===== config.mk =====
export PLATFORM = sky130hd
export DESIGN_NAME = sd_card_cmd_rx
export DESIGN_NICKNAME = d
export VERILOG_FILES = /design/src/rtl/sd_card_cmd_rx_pkg.sv /design/src/rtl/sd_crc7.sv /design/src/rtl/sd_card_cmd_rx.sv
export SDC_FILE = /design/constraint.sdc
export NUM_CORES = 1
export LEC_CHECK = 0
export BUFFER_PORTS_ARGS = -buffer_cell sky130_fd_sc_hd__buf_2
export CORE_MARGIN = 2
export CORE_UTILIZATION = 50
export CTS_CLUSTER_DIAMETER = 60
export DETAILED_ROUTE_END_ITERATION = 10
export GPL_TIMING_DRIVEN = 0
export PLACE_DENSITY = 0.74
export RECOVER_POWER = 100
export SLEW_MARGIN = 20
export SYNTH_ARGS = -nofsm -noshare
export SYNTH_HDL_FRONTEND = slang
export SYNTH_SLANG_ARGS = --single-unit
export TNS_END_PERCENT = 5

===== constraint.sdc =====
create_clock -name Clock -period 3.39 [get_ports Clock]
set_clock_uncertainty 0.1 [all_clocks]
set_input_delay 0.1695 -clock Clock [delete_from_list [all_inputs] [get_ports Clock]]
set_output_delay 0.1695 -clock Clock [all_outputs]
set_load 0.005 [all_outputs]

===== src/rtl/sd_card_cmd_rx_pkg.sv =====
// Shared definitions for the SD card-side command receiver: frame geometry,
// field offsets within the 48-bit frame, FSM states and the CRC7 step.
package sd_card_cmd_rx_pkg;

    localparam int SD_CMD_FRAME_BITS = 48;
    localparam int SD_CRC_BITS       = 7;
    localparam int SD_IDX_BITS       = 6;
    localparam int SD_ARG_BITS       = 32;

    localparam logic [SD_CRC_BITS-1:0] SD_CRC7_POLY = 7'h09;

    localparam int SD_START_BIT = 47;
    localparam int SD_TX_BIT    = 46;
    localparam int SD_IDX_MSB   = 45;
    localparam int SD_IDX_LSB   = 40;
    localparam int SD_ARG_MSB   = 39;
    localparam int SD_ARG_LSB   = 8;
    localparam int SD_CRC_MSB   = 7;
    localparam int SD_CRC_LSB   = 1;
    localparam int SD_END_BIT   = 0;

    // Start, transmission, index and argument bits are covered by CRC7.
    localparam int SD_CRC_DATA_BITS = SD_CMD_FRAME_BITS - SD_CRC_BITS - 1;

    typedef enum logic [1:0] {
        ST_IDLE = 2'd0,
        ST_RECV = 2'd1,
        ST_DONE = 2'd2
    } sd_rx_state_e;

    function automatic logic [SD_CRC_BITS-1:0] crc7_step(
        input logic [SD_CRC_BITS-1:0] crc,
        input logic                   bit_in
    );
        logic fb;
        fb = bit_in ^ crc[SD_CRC_BITS-1];
        return {crc[SD_CRC_BITS-2:0], 1'b0} ^ (fb ? SD_CRC7_POLY : '0);
    endfunction

endpackage


===== src/rtl/sd_crc7.sv =====
// Serial CRC7 LFSR (x^7+x^3+1), MSB-first. clr_i restarts from zero; when
// clr_i and en_i coincide the data bit is shifted into a cleared register.
module sd_crc7
    import sd_card_cmd_rx_pkg::*;
(
    input  logic                   clk_i,
    input  logic                   rst_i,
    input  logic                   clr_i,
    input  logic                   en_i,
    input  logic                   bit_i,
    output logic [SD_CRC_BITS-1:0] crc_o
);

    logic [SD_CRC_BITS-1:0] crc_q;
    logic [SD_CRC_BITS-1:0] crc_d;
    logic [SD_CRC_BITS-1:0] base;

    always_comb begin
        base  = clr_i ? '0 : crc_q;
        crc_d = crc_q;
        if (en_i) begin
            crc_d = crc7_step(base, bit_i);
        end else if (clr_i) begin
            crc_d = '0;
        end
    end

    always_ff @(posedge clk_i) begin
        if (rst_i) begin
            crc_q <= '0;
        end else begin
            crc_q <= crc_d;
        end
    end

    assign crc_o = crc_q;

endmodule


===== src/rtl/sd_card_cmd_rx.sv =====
// Card-side SD command receiver: deserialises a 48-bit CMD frame, checks
// transmission bit, end bit and CRC7, and strobes the decoded result once.
module sd_card_cmd_rx
    import sd_card_cmd_rx_pkg::*;
#(
    parameter int FRAME_BITS = SD_CMD_FRAME_BITS,
    parameter int CRC_BITS   = SD_CRC_BITS,
    parameter int IDX_BITS   = SD_IDX_BITS,
    parameter int ARG_BITS   = SD_ARG_BITS
) (
    input  logic                Clock,
    input  logic                Reset,
    input  logic                Enable,
    input  logic                serial_in,
    output logic [IDX_BITS-1:0] cmd_index,
    output logic [ARG_BITS-1:0] cmd_arg,
    output logic                cmd_valid,
    output logic                crc_error,
    output logic                frame_error,
    output logic                busy
);

    localparam int CNT_W = $clog2(FRAME_BITS);

    sd_rx_state_e           state_q;
    logic [CNT_W-1:0]       cnt_q;
    logic [FRAME_BITS-3:0]  shift_q;
    logic [FRAME_BITS-2:0]  shift_d;
    logic [IDX_BITS-1:0]    index_q;
    logic [ARG_BITS-1:0]    arg_q;
    logic                   valid_q;
    logic                   crc_err_q;
    logic                   frame_err_q;
    logic                   busy_q;

    logic [CRC_BITS-1:0]    crc_calc;
    logic                   crc_clr;
    logic                   crc_en;
    logic                   fmt_bad;
    logic                   crc_bad;
    logic                   last_bit;

    // shift_d is the frame with the start bit dropped, so bit positions match
    // the 48-bit field offsets once the end bit is the incoming sample.
    assign shift_d  = {shift_q, serial_in};
    assign fmt_bad  = ~shift_d[SD_TX_BIT] | ~shift_d[SD_END_BIT];
    assign crc_bad  = shift_d[SD_CRC_MSB:SD_CRC_LSB] != crc_calc;
    assign last_bit = cnt_q == CNT_W'(FRAME_BITS - 1);

    assign crc_clr = state_q != ST_RECV;
    assign crc_en  = Enable & (((state_q == ST_IDLE) & ~serial_in) |
                               ((state_q == ST_RECV) & (cnt_q < CNT_W'(SD_CRC_DATA_BITS))));

    sd_crc7 u_crc7 (
        .clk_i (Clock),
        .rst_i (Reset),
        .clr_i (crc_clr),
        .en_i  (crc_en),
        .bit_i (serial_in),
        .crc_o (crc_calc)
    );

    always_ff @(posedge Clock) begin
        if (Reset) begin
            state_q     <= ST_IDLE;
            cnt_q       <= '0;
            shift_q     <= '0;
            index_q     <= '0;
            arg_q       <= '0;
            valid_q     <= 1'b0;
            crc_err_q   <= 1'b0;
            frame_err_q <= 1'b0;
            busy_q      <= 1'b0;
        end else begin
            valid_q     <= 1'b0;
            crc_err_q   <= 1'b0;
            frame_err_q <= 1'b0;
            case (state_q)
                ST_IDLE: begin
                    if (Enable && !serial_in) begin
                        state_q <= ST_RECV;
                        cnt_q   <= CNT_W'(1);
                        busy_q  <= 1'b1;
                    end
                end
                ST_RECV: begin
                    if (Enable) begin
                        shift_q <= shift_d[FRAME_BITS-3:0];
                        if (last_bit) begin
                            state_q     <= ST_DONE;
                            cnt_q       <= '0;
                            busy_q      <= 1'b0;
                            index_q     <= shift_d[SD_IDX_MSB:SD_IDX_LSB];
                            arg_q       <= shift_d[SD_ARG_MSB:SD_ARG_LSB];
                            frame_err_q <= fmt_bad;
                            crc_err_q   <= ~fmt_bad & crc_bad;
                            valid_q     <= ~fmt_bad & ~crc_bad;
                        end else begin
                            cnt_q <= cnt_q + CNT_W'(1);
                        end
                    end
                end
                ST_DONE: begin
                    state_q <= ST_IDLE;
                end
                default: begin
                    state_q <= ST_IDLE;
                end
            endcase
        end
    end

    assign cmd_index   = index_q;
    assign cmd_arg     = arg_q;
    assign cmd_valid   = valid_q;
    assign crc_error   = crc_err_q;
    assign frame_error = frame_err_q;
    assign busy        = busy_q;

endmodule


==> results of run 1 <==
-- area by class of cell --
cell class	count	area [um2]	share of cell area, %
multi-input cells	253	1420	34.1
well taps	99	124	2.97
clock buffers	10	138	3.30
clock inverters	6	75.1	1.80
inverters	1	3.75	0.0899
plain buffers	27	144	3.45
flip-flops and latches	103	2060	49.4
repair buffers	44	208	4.97
-- sequential cells by signal, summed over array words and instances (netlist names) --
signal / count
frame_error: 1
state_q: 2
cmd_index: 6
shift_q: 46
cmd_valid: 1
cnt_q: 6
busy: 1
crc_error: 1
u_crc7.crc_o: 7
cmd_arg: 32
-- how the worst max path moves through the flow --
stage	from	to	slack, ps
final	cnt_q[0]	frame_error	1020
after global placement	cnt_q[0]	cmd_arg[27]	1570
after floorplan	cnt_q[0]	frame_error	1730
after CTS	cnt_q[0]	cmd_arg[18]	1510
after detailed placement	cnt_q[0]	cmd_arg[21]	1520
after global routing	state_q[0]	frame_error	840
-- cell usage after synthesis (all sizes together), types with 2 or more instances --
cell type | count | area [um2]
nor4 | 2 | 12.5
a22o | 38 | 333
nand3 | 2 | 15.0
mux2i | 5 | 50.1
xnor2 | 7 | 61.3
nand4b | 2 | 17.5
buf | 16 | 110
a21oi | 51 | 267
clkbuf | 11 | 42.5
or2 | 2 | 15.0
nand2 | 96 | 363
xor2 | 6 | 52.6
nand2b | 3 | 18.8
nor2b | 3 | 18.8
dfxtp | 103 | 2060
nor2 | 13 | 48.8
o21ai | 5 | 25.0
nor3 | 4 | 31.3
-- metal layers --
metal	up-vias	GRT usage, %	share of wire [%]
li1	1417	-	-
met1	1329	24.2	48
met2	50	29.1	46
met3	11	3.35	3.5
met4	0	8.46	1.9
met5	-	0	0
-- power by group --
| part | switching (W) | internal [W] | leakage, nW | total [W] |
|---|---|---|---|---|
| sequential | 0.00000524 | 0.00121 | 0.830 | 0.00122 |
| combinational | 0.0000534 | 0.0000214 | 0.667 | 0.0000748 |
| clock | 0.000439 | 0.000373 | 0.105 | 0.000812 |
-- worst reg2reg max path, cell delays in order (launching register included) --
cell and delay, ps:
dfxtp_1 400, ha_1 220, nand3_1 160, or2_4 290, nor3_1 700, buf_6 240
a21boi_0 180
-- per-stage QoR --
step	hold WS [ps]	worst slack, ps	std cells
2_1_floorplan	291	1730	384
3_3_place_gp	355	1570	527
3_5_place_dp	360	1520	527
4_1_cts	38.0	1510	543
5_1_grt	51.7	841	543
6_report	47.1	1020	543
-- logic make-up after synthesis --
group / Yosys count
DFF: 103
and+or+nand+nor: 134
buffers and inverters: 28
muxes: 6
adders and majority gates: 1
AOI/OAI and AO/OA: 99
xor gates and xnor gates: 13
==> impl_metrics.toml, run 1 <==
[grt]
grt_max_degree = 19
grt_usage_pct = 18.2
grt_pass1_vias = 2581
antenna_found_initial = 0
gr-total-overflow = 0
grt_pass1_wl_um = 12100

[worst_setup_path]
critPathLaunchType = "register"
path_cells = "ha_1 > nand3_1 > or2_4 > nor3_1 > buf_6 > a21boi_0"
cp_num_cells = 6
slowest_delay_ps = 700
cp_max_fo = 10
path_delay_family = "simple AND/OR/NAND/NOR gates"
worstRegToRegCells = 6
worst-path-buf-inv = 1
reg2reg_from = "cnt_q[0]"
r2r_end = "frame_error"
r2r_slack_ps = 1020
worstPathRequired_ps = 3590
worst-setup-path-type = "reg -> reg"
slowest_stage = "nor3_1"
arrival_ps = 2560
end_kind = "register"

[synthesis]
ys_seq_elements = 103
synthCells = 384
synth_compound_area_share_pct = 18.1
syn_area_per_cell_um2 = 9.57
synth_top_family_by_area = "compound AO/OA/AOI/OAI gates"
yosysSeqAreaShare_pct = 56.1
synthAdderAreaFrac_pct = 0.340
synth_cell_types = 41
synth-edff-count = 0
synth_ff_type = "dfxtp_1"
synthArstFlopShare_pct = 0
synth_xor_area_share_pct = 3.10
yosysWarnings = 0
yosys.area_share.simple_pct = 16.4
synthesis.area_um2 = 3670
synth_mux_area_share_pct = 1.67
synth_fp_nets = 389

[floorplan]
core_area_um2 = 7180
die_h_um = 89.7
start_util_pct = 51.2
die_w_um = 89.7
ios = 46
rows = 31
die_area_um2 = 8050

[timing]
drv_slew = 0
worst_pin_slew_ps = 866
slew_headroom_pct = 41.8
hold_viol = 0
max_freq_ghz = 0.423
rsz0062_at_grt = "false"
tns_ps = 0
min_period_ps = 2370
period_share_pct = 69.8
setup_viol = 0

[hold_path]
hp-start = "serial_in"
holdCritPathClass = "in -> reg"
hold-path-endpoint = "shift_q[0]"
holdPathStages = 3

[routing]
viasPerCell = 5.17
ant_nets = 0
wl_per_cell_um = 13.3
first_pass_iters = 4
post-route-drc-count = 0
vias = 2807
routed_wl_um = 7220
drt_iter0_markers = 87

[run_status]
status = "finished clean"

[cells_and_area]
final_cell_area_um2 = 4180
nets = 444
fin_util_pct = 58.2
drive_gt1_share_pct = 14.4
area_delta_synth_final_pct = 13.7
diodes = 0
final_common_cell = "dfxtp_1"
final_cell_mix = "dfxtp_1, nand2_1, a21oi_1"
fill_cells = 652

[clock_network]
cts.reportedPaths.clkPinSlew_ps = 90
cts-resized-gates = 0
cts_tree = "yes"
cts_sinks = 103
cts_root_buf = "clkbuf_8"
postCtsSetupRepairBufs = 0
clockBufferDepth = 2
htree_levels = 3
postCtsHoldBufs = 0
insertion_delay_ps = 370
numCtsBuffers = 9

[power]
power.density_nw_per_um2 = 504
power_w = 0.00211
worst_ir_drop_vdd_mv = 0.275
p_leak_nw = 1.60

[placed_design]
port_buffers = 44
gpl.final_weighted_congestion = 0.826
dp_hpwl_um = 5090
post_dp_cell_area_um2 = 4020

[flow_run]
maxCapViolations = 0
No activity file was read; power rests on OpenSTA's default activity.
==> run 2: changes to the inputs <==
==> constraint.sdc (replaced) <==
create_clock -name Clock -period 2.2 [get_ports Clock]
set_clock_uncertainty 0.1 [all_clocks]
set_input_delay 0.11 -clock Clock [delete_from_list [all_inputs] [get_ports Clock]]
set_output_delay 0.11 -clock Clock [all_outputs]
set_load 0.005 [all_outputs]
==> run 2 against run 1 <==
Effect of this change: non-clock buffer count rose by 1; global-route usage unchanged; via count about the same; total power rose by 54%; first-iteration DRC count unchanged; critical path type unchanged.
==> impl_metrics.toml, run 2 (same netlist as run 1, synthesis figures left out) <==
[run_status]
status = "finished clean"

[cells_and_area]
nets = 445
fill_cells = 647
final_common_cell = "dfxtp_1"
drive_gt1_share_pct = 16.0
seqCellArea_um2 = 2060
area_delta_synth_final_pct = 14.6
diodes = 0
top_register = "shift_q"
largest_register_ffs = 46
final_cell_mix = "dfxtp_1, nand2_1, a21oi_1"
finalNonFillerCells = 544
multi_input_area_um2 = 1440

[power]
p_seq_share_pct = 57.8
worst_ir_drop_vdd_mv = 0.422
sw_frac_of_total_pct = 23.6
power_frac_clock_pct = 38.5
p_int_w = 0.00248
power.density_nw_per_um2 = 771
p_comb_share_pct = 3.7
p_leak_nw = 1.63
p_sw_w = 0.000766

[timing]
period_share_pct = 89.4
min_period_ps = 1970
holdWs_ps = 42.2
hold_viol = 0
rsz0062_at_grt = "false"
drv_slew = 0
max_freq_ghz = 0.509
slew_headroom_pct = 61.7
tns_ps = 0
setup_viol = 0
worst_pin_slew_ps = 566

[routing]
drt_iter0_markers = 87
wl_per_cell_um = 13.3
vias = 2808
ant_nets = 0
first_pass_iters = 4
post-route-drc-count = 0
viasPerCell = 5.16
routed_wl_um = 7220

[worst_setup_path]
worst-setup-path-type = "reg -> reg"
worstPathRequired_ps = 2370
worstSetupEndpoint = "cmd_arg[8]"
worstRegToRegCells = 7
r2r_end = "cmd_arg[8]"
reg2reg_from = "cnt_q[0]"
cp_max_fo = 10
arrival_ps = 2130
critPathLaunchType = "register"
end_kind = "register"
r2r_slack_ps = 230
startpoint = "cnt_q[0]"

[hold_path]
holdCritPathClass = "in -> reg"
hp-start = "Reset"

[clock_network]
htree_levels = 3
cts_sinks = 103
numCtsBuffers = 9
insertion_delay_ps = 370
cts_tree = "yes"
cts.reportedPaths.clkPinSlew_ps = 100
clockBufferDepth = 2
cts_root_buf = "clkbuf_8"
cts-resized-gates = 0

[placed_design]
place_inst = 527
gpl.final_weighted_congestion = 0.826
dp_hpwl_um = 5090
port_buffers = 44

[floorplan]
start_util_pct = 51.2
rows = 31
ios = 46
die_area_um2 = 8050
core_area_um2 = 7180
die_w_um = 89.7
die_h_um = 89.7

[grt]
grt_pass1_vias = 2587
grt_usage_pct = 18.2
grt_pass1_wl_um = 12100
grt_max_degree = 19
antenna_found_initial = 0
gr-total-overflow = 0

[flow_run]
maxCapViolations = 0
-- run 2: cell type report --
| type | count | area share [%] |
|---|---|---|
| tap | 99 | 2.94 |
| sequential | 103 | 48.9 |
| clock inverter | 6 | 1.78 |
| clock buffer | 10 | 3.27 |
| buffer | 27 | 3.56 |
| timing repair buffer | 45 | 5.17 |
| multi-input combinational | 253 | 34.2 |
| inverter | 1 | 0.0891 |
-- run 2: power by group through the flow --
stage          logic [W]  clock network [W]  registers, W
3_5_place_dp    0.000121                  0       0.00192
2_1_floorplan  0.0000886                  0       0.00192
6_report        0.000120            0.00125       0.00188
5_1_grt         0.000132            0.00134       0.00188
3_3_place_gp    0.000118                  0       0.00192
4_1_cts         0.000123            0.00126       0.00188
-- run 2: critical path: stages, from the launching register on --
cell and delay [ps]:
dfxtp_1 400, ha_1 220, nand3_1 160, nor2_1 220
a21oi_1 110, clkbuf_2 210, buf_4 210, a22o_1 230
-- run 2: timing repair --
item                      4_1_cts  5_1_grt
setup buffers                   0        0
hold endpoints to repair        2        0
hold buffers                    1        0
-- run 2: how the worst min path moves through the flow --
| stage | depth (start not counted) | slack, ps | to |
|---|---|---|---|
| after floorplan | 2 | 230 | state_q[1] |
| after global placement | 2 | 350 | frame_error |
| after detailed placement | 2 | 360 | frame_error |
| after CTS | 3 | 40 | state_q[1] |
| after global routing | 3 | 70 | state_q[1] |
| final | 3 | 40 | state_q[1] |
-- run 2: routing by layer --
| metal | track usage [%] | wire [um] |
|---|---|---|
| met3 | 3.35 | 235 |
| met2 | 29.1 | 3300 |
| met4 | 8.46 | 139 |
| met5 | 0 | 0 |
| met1 | 24.2 | 3550 |
-- run 2: metrics by stage --
step | util [%] | instance area [um2] | setup slack [ps] | total power (W)
2_1_floorplan | - | 3670 | 539 | 0.00201
3_3_place_gp | 56.0 | 4020 | 380 | 0.00204
3_5_place_dp | 56.0 | 4020 | 335 | 0.00204
4_1_cts | 59.1 | 4240 | 320 | 0.00326
5_1_grt | 58.7 | 4210 | 108 | 0.00336
6_report | 58.7 | 4210 | 234 | 0.00325
